--- config.mk ---
export PLATFORM = sky130hd
export DESIGN_NAME = udt_state_arbiter_flat
export DESIGN_NICKNAME = d
export VERILOG_FILES = /design/src/rtl/udt_state_arbiter_if.sv /design/src/rtl/udt_state_arbiter.sv /design/src/flat_wrapper.sv
export SDC_FILE = /design/constraint.sdc
export NUM_CORES = 1
export LEC_CHECK = 0
export CORE_MARGIN = 4
export CORE_UTILIZATION = 40
export DETAILED_ROUTE_END_ITERATION = 8
export PLACE_DENSITY = 0.82
export REMOVE_ABC_BUFFERS = 1
export SLEW_MARGIN = 20
export SYNTH_ARGS = -nofsm -noshare
export SYNTH_HDL_FRONTEND = slang
export SYNTH_SLANG_ARGS = --single-unit
--- constraint.sdc ---
create_clock -name core_clk -period 3.2 [get_ports core_clk]
set_clock_uncertainty 0.05 [all_clocks]
set_input_delay 0.48 -clock core_clk [delete_from_list [all_inputs] [get_ports core_clk]]
set_output_delay 0.48 -clock core_clk [all_outputs]
set_load 0.01 [all_outputs]
--- src/rtl/udt_state_arbiter_if.sv ---
`default_nettype none
// ============================================================================
//  Module   : udt_state_arbiter_if
//  Purpose  : Bundles the writer-side and reader-side handshake signals of the
//             UDT connection-state arbiter into one interface.
//  Modports : slave  - arbiter view (consumes writer requests and reader acks,
//                      drives accept strobes, state word and broadcast flags)
//             master - environment view (writers + readers)
//  Signals  : value_i  WR_NUM*DW  writer w state word at [w*DW +: DW]
//             valid_i  WR_NUM     writer w requests an update
//             ready_o  WR_NUM     one-hot accept strobe to the granted writer
//             value_o  DW         current authoritative state word
//             valid_o  RD_NUM     reader r has an unconsumed update
//             ready_i  RD_NUM     reader r consumes its update
//             grant_id GW         index of the last accepted writer
//             busy_o   1          any reader still holds an update
//  Revision : 1.0 - initial release
// ============================================================================
interface udt_state_arbiter_if #(
    parameter int WR_NUM = 3,
    parameter int RD_NUM = 1,
    parameter int DW     = 32
);
    localparam int GW = (WR_NUM > 1) ? $clog2(WR_NUM) : 1;

    logic [WR_NUM*DW-1:0] value_i;
    logic [WR_NUM-1:0]    valid_i;
    logic [WR_NUM-1:0]    ready_o;
    logic [DW-1:0]        value_o;
    logic [RD_NUM-1:0]    valid_o;
    logic [RD_NUM-1:0]    ready_i;
    logic [GW-1:0]        grant_id;
    logic                 busy_o;

    modport slave (
        input  value_i,
        input  valid_i,
        input  ready_i,
        output ready_o,
        output value_o,
        output valid_o,
        output grant_id,
        output busy_o
    );

    modport master (
        output value_i,
        output valid_i,
        output ready_i,
        input  ready_o,
        input  value_o,
        input  valid_o,
        input  grant_id,
        input  busy_o
    );
endinterface
`default_nettype wire

--- src/rtl/udt_state_arbiter.sv ---
`default_nettype none
// ============================================================================
//  Module   : udt_state_arbiter
//  Purpose  : Arbitrates UDT connection-state updates from WR_NUM writers into
//             one authoritative state register using a fair round-robin
//             grant, then broadcasts every accepted update to RD_NUM readers.
//             A new write is only accepted once every reader has consumed the
//             current update, so no update is ever lost.
//  Ports    : core_clk  clock, rising edge
//             core_rst  synchronous reset, active-high
//             bus       udt_state_arbiter_if.slave (writer/reader handshakes,
//                       state word, grant index, busy flag)
//  Options  : `UDT_STATE_SAME_SKIP_EN - a write whose value equals the current
//             state is still accepted (ready pulse, grant_id updated) but is
//             not broadcast. Undefined: every accepted write is broadcast.
//  Revision : 1.0 - initial release
// ============================================================================
module udt_state_arbiter #(
    parameter int              WR_NUM    = 3,
    parameter int              RD_NUM    = 1,
    parameter int              DW        = 32,
    parameter logic [DW-1:0]   RST_VALUE = '0
) (
    input  wire logic          core_clk,
    input  wire logic          core_rst,
    udt_state_arbiter_if.slave bus
);

    localparam int GW = (WR_NUM > 1) ? $clog2(WR_NUM) : 1;

    typedef enum logic [0:0] {
        S_IDLE  = 1'b0,
        S_BCAST = 1'b1
    } state_t;

    state_t              r_fsm;
    logic [DW-1:0]       r_state;
    logic [RD_NUM-1:0]   r_valid;
    logic [GW-1:0]       r_grant_id;

    logic                w_found;
    logic [GW-1:0]       w_gnt;
    logic [GW-1:0]       w_idx;
    logic [WR_NUM-1:0]   w_gnt_onehot;
    logic [DW-1:0]       w_gnt_value;
    logic                w_accept;
    logic                w_skip;
    logic [RD_NUM-1:0]   w_valid_next;

    // Writer index 'step' positions after 'base', wrapping at WR_NUM.
    // Works for non-power-of-two writer counts.
    function automatic logic [GW-1:0] f_rr_next(input logic [GW-1:0] base,
                                                 input int            step);
        int t;
        t = int'(base) + step;
        if (t >= WR_NUM) begin
            t = t - WR_NUM;
        end
        return GW'(t);
    endfunction

    // Round-robin search: the writer right after the last grant has the
    // highest priority, the last granted writer the lowest.
    always_comb begin
        w_found = 1'b0;
        w_gnt   = r_grant_id;
        w_idx   = '0;
        for (int k = 1; k <= WR_NUM; k++) begin
            w_idx = f_rr_next(r_grant_id, k);
            if (!w_found && bus.valid_i[w_idx]) begin
                w_found = 1'b1;
                w_gnt   = w_idx;
            end
        end
    end

    always_comb begin
        w_gnt_onehot = WR_NUM'(1) << w_gnt;
        w_gnt_value  = bus.value_i[int'(w_gnt)*DW +: DW];
    end

    // Accept only in IDLE and never while reset is asserted, so a writer can
    // not believe its update landed when reset is about to discard it.
    assign w_accept = (r_fsm == S_IDLE) && w_found && !core_rst;

`ifdef UDT_STATE_SAME_SKIP_EN
    assign w_skip = (w_gnt_value == r_state);
`else
    assign w_skip = 1'b0;
`endif

    // Acks on bits that are already clear have no effect.
    assign w_valid_next = r_valid & ~bus.ready_i;

    always_ff @(posedge core_clk) begin
        if (core_rst) begin
            r_fsm      <= S_IDLE;
            r_state    <= RST_VALUE;
            r_valid    <= '0;
            r_grant_id <= GW'(WR_NUM - 1);
        end else begin
            case (r_fsm)
                S_IDLE: begin
                    if (w_accept) begin
                        r_grant_id <= w_gnt;
                        if (!w_skip) begin
                            r_state <= w_gnt_value;
                            r_valid <= '1;
                            r_fsm   <= S_BCAST;
                        end
                    end
                end
                S_BCAST: begin
                    r_valid <= w_valid_next;
                    if (w_valid_next == '0) begin
                        r_fsm <= S_IDLE;
                    end
                end
            endcase
        end
    end

    assign bus.ready_o  = w_accept ? w_gnt_onehot : '0;
    assign bus.value_o  = r_state;
    assign bus.valid_o  = r_valid;
    assign bus.grant_id = r_grant_id;
    assign bus.busy_o   = |r_valid;

endmodule
`default_nettype wire

--- src/flat_wrapper.sv ---
// flat-port wrapper written by rule: the top's interface ports become plain ports
module udt_state_arbiter_flat 
#(
    parameter int              WR_NUM    = 3,
    parameter int              RD_NUM    = 1,
    parameter int              DW        = 32,
    parameter logic [DW-1:0]   RST_VALUE = '0
)
  (core_clk, core_rst, bus_value_i, bus_valid_i, bus_ready_i, bus_ready_o, bus_value_o, bus_valid_o, bus_grant_id, bus_busy_o);
  udt_state_arbiter_if #(.WR_NUM(WR_NUM), .RD_NUM(RD_NUM), .DW(DW)) bus_i ();
  input  wire logic core_clk;
  input  wire logic core_rst;
  input wire logic [$bits(bus_i.value_i)-1:0] bus_value_i;
  input wire logic [$bits(bus_i.valid_i)-1:0] bus_valid_i;
  input wire logic [$bits(bus_i.ready_i)-1:0] bus_ready_i;
  output wire logic [$bits(bus_i.ready_o)-1:0] bus_ready_o;
  output wire logic [$bits(bus_i.value_o)-1:0] bus_value_o;
  output wire logic [$bits(bus_i.valid_o)-1:0] bus_valid_o;
  output wire logic [$bits(bus_i.grant_id)-1:0] bus_grant_id;
  output wire logic [$bits(bus_i.busy_o)-1:0] bus_busy_o;
  assign bus_i.value_i = bus_value_i;
  assign bus_i.valid_i = bus_valid_i;
  assign bus_i.ready_i = bus_ready_i;
  assign bus_ready_o = bus_i.ready_o;
  assign bus_value_o = bus_i.value_o;
  assign bus_valid_o = bus_i.valid_o;
  assign bus_grant_id = bus_i.grant_id;
  assign bus_busy_o = bus_i.busy_o;
  udt_state_arbiter #(.WR_NUM(WR_NUM), .RD_NUM(RD_NUM), .DW(DW), .RST_VALUE(RST_VALUE)) u_core (.core_clk(core_clk), .core_rst(core_rst), .bus(bus_i));
endmodule
== Word-level counts from Yosys, hierarchy flattened ==
Index checks and enable logic that the tools add are counted.

* $add $sub $neg: 6
* Multiply operators: 0
* Div/mod/pow operators: 0
* Order comparisons: 6
* Equality and inequality tests: 1
* Shifts and indexed selects: 2
* Mux-type cells: 21
* Bitwise gates (word level): 3
* Reductions and logical operators: 8

{| class="wikitable"
|+ Operators by type and width
! kind !! count
|-
| 96-bit by 8-bit variable part select with 32-bit output || 1
|-
| 2-bit two-way mux || 6
|-
| 3-bit by 2-bit greater-or-equal comparator with 1-bit output, second input constant || 3
|-
| 2-bit by 3-bit less-than comparator with 1-bit output, second input constant || 3
|-
| 1-bit two-way mux || 9
|-
| 2-bit by 2-bit adder with 3-bit output, second input constant || 2
|-
| 1-bit binary-select mux with 2-bit select || 3
|-
| 2-bit by 1-bit subtractor with 2-bit output, second input constant || 3
|-
| 1-bit logical AND || 4
|-
| 1-bit case mux with 2 select lines || 2
|-
| 2-bit by 1-bit adder with 3-bit output, second input constant || 1
|-
| 1-bit zero test || 3
|-
| 3-bit two-way mux || 1
|-
| 1-bit by 2-bit << shifter with 3-bit output, first input constant || 1
|-
| 2-bit by 1-bit inequality test with 1-bit output, second input constant || 1
|-
| 1-bit NOT || 2
|-
| 2-bit AND reduction || 1
|-
| 1-bit bitwise AND || 1
|}

* Flip-flop bits (word level): 36
* Latch bits: 0
* Bits in writable memories: 0
* Bits in read-only memories: 0
* Input bits: 102
* Word-level logic and storage cells: 51
* Memories: 0

== Depth between registers and ports, before layout ==
Gate-level depths: netlist of run 1.

* Depth in word-level cells: 16
* Gate-level depth with buffers: 11
* Mapped depth without buffers: 8

== Worst setup path before layout of run 1 ==
No wires, ideal clock.

* Kind: reg2out
* Start point: reg u_core.r_grant_id[0] (netlist: u_core.bus.grant_id[0])
* End point: out bus_ready_o[0]
* Arrival: 2,681 ps
* Required time: 2,670 ps
* Slack: -11 ps
* Stages on the path, launching flop included: 10
* Buffers on the path: 2
* Cells stage by stage: dfxtp_1 > inv_1 > ha_1 > mux2_4 > a21o_4 > nor3b_2 > mux2_4 > buf_8 > buf_8 > nor4b_1

* Word-level cells in the longest chain between the ends: 15

{| class="wikitable"
|+ RTL lines
! what !! RTL line !! source
|-
| start: declaration || udt_state_arbiter.sv:39 || <nowiki>logic [GW-1:0] r_grant_id;</nowiki>
|-
| start signal: assignment || udt_state_arbiter.sv:100 || <nowiki>r_grant_id <= GW'(WR_NUM - 1);</nowiki>
|-
| start signal: assignment || udt_state_arbiter.sv:105 || <nowiki>r_grant_id <= w_gnt;</nowiki>
|-
| 2-bit by 1-bit adder with 3-bit output || udt_state_arbiter.sv:55 || <nowiki>t = int'(base) + step;</nowiki>
|-
| 3-bit by 2-bit greater-or-equal comparator with 1-bit output / 2-bit by 1-bit subtractor with 2-bit output (equally long branches) || udt_state_arbiter.sv:56, udt_state_arbiter.sv:57 ||
|-
| 2-bit two-way mux || udt_state_arbiter.sv:56 || <nowiki>if (t >= WR_NUM) begin</nowiki>
|-
| 1-bit binary-select mux with 2-bit select || udt_state_arbiter.sv:70 || <nowiki>if (!w_found && bus.valid_i[w_idx]) begin</nowiki>
|-
| 1-bit two-way mux (implied by the code) || udt_state_arbiter.sv:70 ||
|-
| 1-bit two-way mux || udt_state_arbiter.sv:70 ||
|-
| 1-bit zero test || udt_state_arbiter.sv:70 ||
|-
| 1-bit logical AND || udt_state_arbiter.sv:70 ||
|-
| 1-bit two-way mux || udt_state_arbiter.sv:70 ||
|-
| 1-bit zero test || udt_state_arbiter.sv:70 ||
|-
| 1-bit logical AND || udt_state_arbiter.sv:70 ||
|-
| 1-bit two-way mux || udt_state_arbiter.sv:70 ||
|-
| 1-bit logical AND (2 in series) || udt_state_arbiter.sv:84 || <nowiki>assign w_accept = (r_fsm == S_IDLE) && w_found && !core_rst;</nowiki>
|-
| 3-bit two-way mux (*) || udt_state_arbiter.sv:123 || <nowiki>assign bus.ready_o = w_accept ? w_gnt_onehot : '0;</nowiki>
|-
| end: declaration || flat_wrapper.sv:16 || <nowiki>output wire logic [$bits(bus_i.ready_o)-1:0] bus_ready_o;</nowiki>
|}

Mark *: on every way between the ends. The rest lies on a longest branch, timed or not. The select of a mux whose other input is x is not followed.

== Final worst setup path of run 1 ==
* Start point: reg u_core.r_grant_id[1] (netlist: u_core.bus.grant_id[1])
* End point: out bus_ready_o[1]

The elaborated chain is that of the path after synthesis.

==> summary.txt, run 1 <==
number of enable-type register cells in the synthesized netlist = 0
Final setup viols = 0
total core area = 6350 um2
Fin. Hold Viols = 0
crit end category = primary output
Yosys warning count = 0
Post-synth top flop = dfxtp_1
DIE AREA = 7864 um2
post-synthesis instance area = 2604 um2
category of the worst setup path launch point = register
highest ir drop seen on vdd = 1366 uV
cell at the root of the clock tree = clkbuf_8
Top Ports = 141
setup fix buffers added after clock tree synthesis = 0
Final #Nets = 554
static power due to leakage = 1.619 nW
area added between synthesis and finish = 63.29%
top cell type by total area after synthesis = dfxtp_1
leading cell types by total area after synthesis = dfxtp_1, nand3_1, a21o_1
worst endpoint data arrival time = 2.53 ns
setup slack after placement = -0.1859 ns
Seq/Total Area, Yosys = 27.68%
global-route wire length before repair = 13.55 mm
fin worst setup slack = 0.1427 ns
post-synth cell types = 39
count leader, synth = nand3_1
critical path required time = 2.67 ns
number of global-route vias before repair = 2874
largest net degree at the start of global routing = 66
Pwr Density = 1068 nW/um2
delay of the slowest cell on the worst path = 0.36 ns
DRT antenna net count = 0
total global routing overflow = 0
area share of the leading cell type in the synthesized netlist = 27.68%
syn_area_per_cell = 8.454 um2
fraction of registers with async set or reset after synthesis = 0%
via count of the routed design = 2887
CTS Sinks = 36
power after layout = 4.541 mW
path type of the worst setup path = register to primary output
Clk Latency, worst-skew pair = 0.28 ns
clock-pin slew of the registers on the worst-case setup and hold paths = 0.07 ns
RePlAce Congestion = 0.7934
final worst path period need = 3.057 ns
Hold Worst Slack = 0.4486 ns
MaxCap Viol Count = 0
iteration-0 DRC count of the detailed router = 110
CTS buffer count = 5
Finished Layout Cells = 526
class of the most critical hold timing path = register to register
Avg WL per Cell = 16.67 um
most frequent CP cell = mux2_4
final routed DRC violation total = 0
list of cells traversed by the critical path = buf_4 -> ha_1 -> mux2_4 -> a21o_4 -> nor3b_2 -> mux2_4 -> nor4_2 -> clkdlybuf4s15_1
die height = 88.68 um
number of register bits inferred by synthesis = 36
maximum fanout count along the critical path = 4
Finished Core Util = 66.96%
Slew @ Worst Pin = 0.7491 ns
count of antenna diodes in the layout = 0
clock tree buffer depth = 2
result of the run = finished clean
maximum clock frequency = 327.1 MHz
depth of the CTS H-tree = 2
RSZ-0062 raised after global routing = no
clock tree from TritonCTS = done
detailed placement HPWL = 6.257 mm
number of port buffers = 140
Total GRT Usage = 21.67%
Critical Path Slowest Stage Cell = dfxtp_1
horizontal die dimension = 88.68 um
starting density of the core = 41.00%
drt pass-1 iters = 4
number of standard cells after synthesis = 308
worst-case headroom to the max-slew limit = 49.94%
post-placement cell count = 518
synth cell count leaders = nand3_1, nor2_1, dfxtp_1
Core Rows = 29
Max Slew Vio Count = 0
total wire length after detailed routing = 8.767 mm
share of the clock period used by the worst path after layout = 95.54%
vias per inst = 5.489
ratio of cells with drive above 1 in the final layout = 18.71%
antenna violations before repair = 0
==> state kept, by name, indices dropped and copies added (netlist names) <==
name                 cells
u_core.r_fsm             1
u_core.bus.grant_id      2
u_core.bus.busy_o        1
u_core.bus.value_o      32
==> cell families (layout without fill, tap and decap cells) <==
group | Yosys count | count (layout) | share of synthesized area (%)
simple gates | 118 | 118 | 24.99
fa+ha+maj | 4 | 4 | 1.922
mux | 5 | 5 | 2.355
xor+xnor | 1 | 1 | 0.3364
flops | 36 | 36 | 27.68
compound gates | 107 | 107 | 34.12
buf+inv | 37 | 178 | 8.601
==> power breakdown <==
part           internal, mW  total (mW)  switching (mW)
sequential            0.630       0.721          0.0914
clock                 0.231       0.392           0.161
combinational          1.52        3.43            1.90
==> cells in the final DEF (no fill, tap or decap), types with 2 or more instances in the layout <==
master	count
a21o_1	33
a21oi_1	2
a311oi_1	16
a311oi_2	16
buf_2	2
buf_4	27
clkbuf_8	5
clkdlybuf4s50_1	136
dfxtp_1	36
ha_1	3
inv_1	2
mux2_4	2
nand2_1	4
nand3_1	50
nand3_2	16
nand3b_1	2
nor2_1	36
nor3b_2	2
o21ai_0	15
o21ai_1	18
==> metrics by stage <==
step           TNS (ns)  instance area, um2
2_1_floorplan    -50.25                2387
3_3_place_gp    -0.2128                4118
3_5_place_dp    -0.2816                4118
4_1_cts               0                4237
5_1_grt               0                4252
6_report              0                4252
==> what timing repair did <==
| item | in CTS | in global routing |
|---|---|---|
| gates resized for setup | 9 | 5 |
| endpoints found under the setup margin | 3 | 3 |
| hold buffers | 0 | 0 |
==> worst max-delay path, delay by kind of cell (launching register included) <==
kind | cells | cell delay, ns
compound gates | 1 | 0.22
fa+ha+maj | 1 | 0.18
flops | 1 | 0.36
buf+inv | 2 | 0.42
simple gates | 2 | 0.41
mux | 2 | 0.67
==> layout make-up <==
cell class | instances | area (um2)
clock buffers | 6 | 72.57
clock inverters | 2 | 35.03
fillers | 542 | 2098
inverters | 2 | 7.507
multi-input cells | 235 | 1707
flip-flops and latches | 36 | 720.7
well taps | 77 | 96.34
repair buffers | 168 | 1613
==> layer usage <==
metal	global-route usage, %	up-vias	wire, um
li1	-	1427	-
met3	7.263	14	914
met5	0	-	0
met2	37.99	134	4195
met4	5.769	0	144
met1	25.17	1312	3514
==> final timing paths <==
path	from	to	slack [ns]	cells after the start
worst max-delay path	u_core.bus.grant_id[1]	bus_ready_o[1]	0.14	8
worst min-delay path	u_core.bus.value_o[4]	u_core.bus.value_o[4]	0.45	2
worst max register to register	u_core.bus.grant_id[1]	u_core.bus.value_o[31]	0.31	12
worst min register to register	u_core.bus.value_o[4]	u_core.bus.value_o[4]	0.45	2
Power figures use the tool's default switching activity.
==> inputs of run 2 (changes only) <==
Settings changed: SLEW_MARGIN 20 to 15.
==> results of run 2 <==
The final DEF is identical to that of run 1; final timing and power are the same.
==> inputs of run 3 (changes only) <==
Settings changed: ABC_CLOCK_PERIOD_IN_PS set to 3200, MAX_ROUTING_LAYER set to met4.
==> run 3 against run 2 <==
Against the previous run: sequential share of layout area did not move; final cell count stayed put; critical path depth unchanged; fmax hardly changed; worst hold slack is essentially flat; global-route usage is 0.62 points higher; clock-buffer cell count unchanged; via count increased by 0.35%; first-iteration DRC count rose by 12%; critical endpoint unchanged.
==> summary.txt, run 3 (synthesis gave the netlist of run 1 again) <==
grt met3 use = 6.145% (-1.1 points)
vias per inst = 5.508 (+0.35%)
crit end category = primary output
power after layout = 4.539 mW (about the same)
final worst path period need = 3.055 ns (-0.002535 ns)
Avg WL per Cell = 16.53 um (-0.80%)
via count of the routed design = 2897 (+0.35%)
highest ir drop seen on vdd = 1378 uV (+0.84%)
iteration-0 DRC count of the detailed router = 123 (+12%)
number of port buffers = 140 (unchanged)
clock tree from TritonCTS = done
Largest delay share family, worst path = multiplexers
Comb power frac = 75.5% (about the same)
worst-case headroom to the max-slew limit = 49.55% (-0.40 points)
class of the most critical hold timing path = register to register
horizontal die dimension = 88.68 um (unchanged)
delay of the slowest cell on the worst path = 0.36 ns (about the same)
ratio of cells with drive above 1 in the final layout = 18.71% (unchanged)
fraction of power consumed by sequential logic = 15.9% (about the same)
maximum clock frequency = 327.4 MHz (about the same)
starting density of the core = 41.00% (unchanged)
cell at the root of the clock tree = clkbuf_8
flip-flop count of the largest register, all copies and words added = 32 (unchanged)
hold path startpoint = u_core.bus.value_o[4]
Reg2Reg Launch Point = u_core.bus.grant_id[1]
Pwr Density = 1068 nW/um2 (about the same)
list of cells traversed by the critical path = buf_4 -> ha_1 -> mux2_4 -> a21o_4 -> nor3b_2 -> mux2_4 -> nor4_2 -> clkdlybuf4s15_1
largest net degree at the start of global routing = 66 (unchanged)
clock tree buffer depth = 2 (unchanged)
slack of the worst reg-to-reg path = 0.32 ns (about the same)
most frequent CP cell = mux2_4
Hold Worst Slack = 0.4486 ns (-0.00008400 ns)
maximum fanout count along the critical path = 4 (unchanged)
detailed placement HPWL = 6.257 mm (unchanged)
clock-pin slew of the registers on the worst-case setup and hold paths = 0.07 ns (about the same)
MaxCap Viol Count = 0 (unchanged)
number of fill cells in the layout = 542 (unchanged)
total global routing overflow = 0 (unchanged)
Critical Path Slowest Stage Cell = dfxtp_1
worst setup path startpoint = u_core.bus.grant_id[1]
total core area = 6350 um2 (unchanged)
final routed DRC violation total = 0 (unchanged)
count of antenna diodes in the layout = 0 (unchanged)
result of the run = finished clean
Total GRT Usage = 22.29% (+0.62 points)
Fin. Hold Viols = 0 (unchanged)
highest-utilization routing layer at the global route stage = met2
Max Slew Vio Count = 0 (unchanged)
Clk Latency, worst-skew pair = 0.28 ns (about the same)
CTS buffer count = 5 (unchanged)
CTS Sinks = 36 (unchanged)
path type of the worst setup path = register to primary output
Final setup viols = 0 (unchanged)
Core Rows = 29 (unchanged)
met2 capacity usage during global routing = 37.92% (-0.067 points)
DIE AREA = 7864 um2 (unchanged)
most frequent standard cell in the layout excluding fill and tap cells = clkdlybuf4s50_1
met1 Resource Use GR = 25.79% (+0.62 points)
antenna violations before repair = 0 (unchanged)
critical path required time = 2.67 ns (about the same)
net load switching power = 2.155 mW (about the same)
Slew @ Worst Pin = 0.7568 ns (+0.007708 ns)
leading cell types in the layout, fill and taps excluded = clkdlybuf4s50_1, nand3_1, nor2_1, dfxtp_1, a21o_1
DRT antenna net count = 0 (unchanged)
RePlAce Congestion = 0.8046 (+1.4%)
share of the clock period used by the worst path after layout = 95.46% (about the same)
number of global-route vias before repair = 2874 (unchanged)
worst endpoint data arrival time = 2.52 ns (about the same)
share of total power in the clock network = 8.6% (about the same)
total wire length after detailed routing = 8.697 mm (-0.80%)
area added between synthesis and finish = 63.29% (unchanged)
Switching Share = 47.47% (about the same)
Top Ports = 141 (unchanged)
Final #Nets = 554 (unchanged)
global-route wire length before repair = 13.52 mm (-0.25%)
drt pass-1 iters = 4 (unchanged)
category of the worst setup path launch point = register
die height = 88.68 um (unchanged)
RSZ-0062 raised after global routing = no
internal power component = 2.384 mW (about the same)
depth of the CTS H-tree = 2 (unchanged)
Worst Path Buf+Inv = 2 (unchanged)
static power due to leakage = 1.619 nW (unchanged)
[run 3: cell counts in the layout (fill, tap and decap cells not counted)]
Identical to the previous run, type by type.
[run 3: final cells by class]
cell class                      count  area [um2]  share of cell area (%)
Multi-Input combinational cell    235        1707                   40.14
Timing Repair Buffer              168        1613                   37.93
Sequential cell                    36       720.7                   16.95
Tap cell                           77       96.34                   2.266
Clock buffer                        6       72.57                   1.707
Clock inverter                      2       35.03                  0.8240
Inverter                            2       7.507                  0.1766
[run 3: metal layers]
metal  share of wire (%)  vias to the layer above
met5                   0                        -
met4                 1.5                        0
met3                  10                       12
met2                  48                      136
met1                  40                     1321
li1                    -                     1428
[run 3: path summary, 6_finish.rpt]
check	endpoint	cells after the start
worst min register to register	u_core.bus.value_o[4]	2
worst max register to register	u_core.bus.value_o[1]	12
worst max-delay path	bus_ready_o[1]	8
worst min-delay path	u_core.bus.value_o[4]	2
[run 3: through the flow]
step	TNS [ns]	setup slack, ns	instance area, um2	std cells	utilization, %
global route	0	0.01510	4252	526	66.96
finish	0	0.1452	4252	526	66.96
global placement	-0.2128	-0.1084	4118	518	64.85
detailed placement	-0.2816	-0.1859	4118	518	64.85
floorplan	-50.25	-1.476	2387	273	-
CTS	0	0.03607	4237	526	66.72
[run 3: what timing repair did]
item | 4_1_cts | 5_1_grt
resized for setup | 9 | 5
buffers inserted | 0 | 0
setup endpoints to repair | 3 | 3
hold buffers | 0 | 0
[run 3: power by group through the flow]
stage | clock, mW | sequential, mW | combinational (mW)
6_report | 0.391 | 0.722 | 3.43
5_1_grt | 0.421 | 0.746 | 3.74
4_1_cts | 0.406 | 0.723 | 3.41
3_5_place_dp | 0 | 0.732 | 3.39
3_3_place_gp | 0 | 0.723 | 3.34
2_1_floorplan | 0 | 0.810 | 2.01
[run 3: worst min-delay path, stage by stage (launching register included)]
cell	delay [ns]
dfxtp_1	0.31
nor2_1	0.09
a311oi_1	0.05
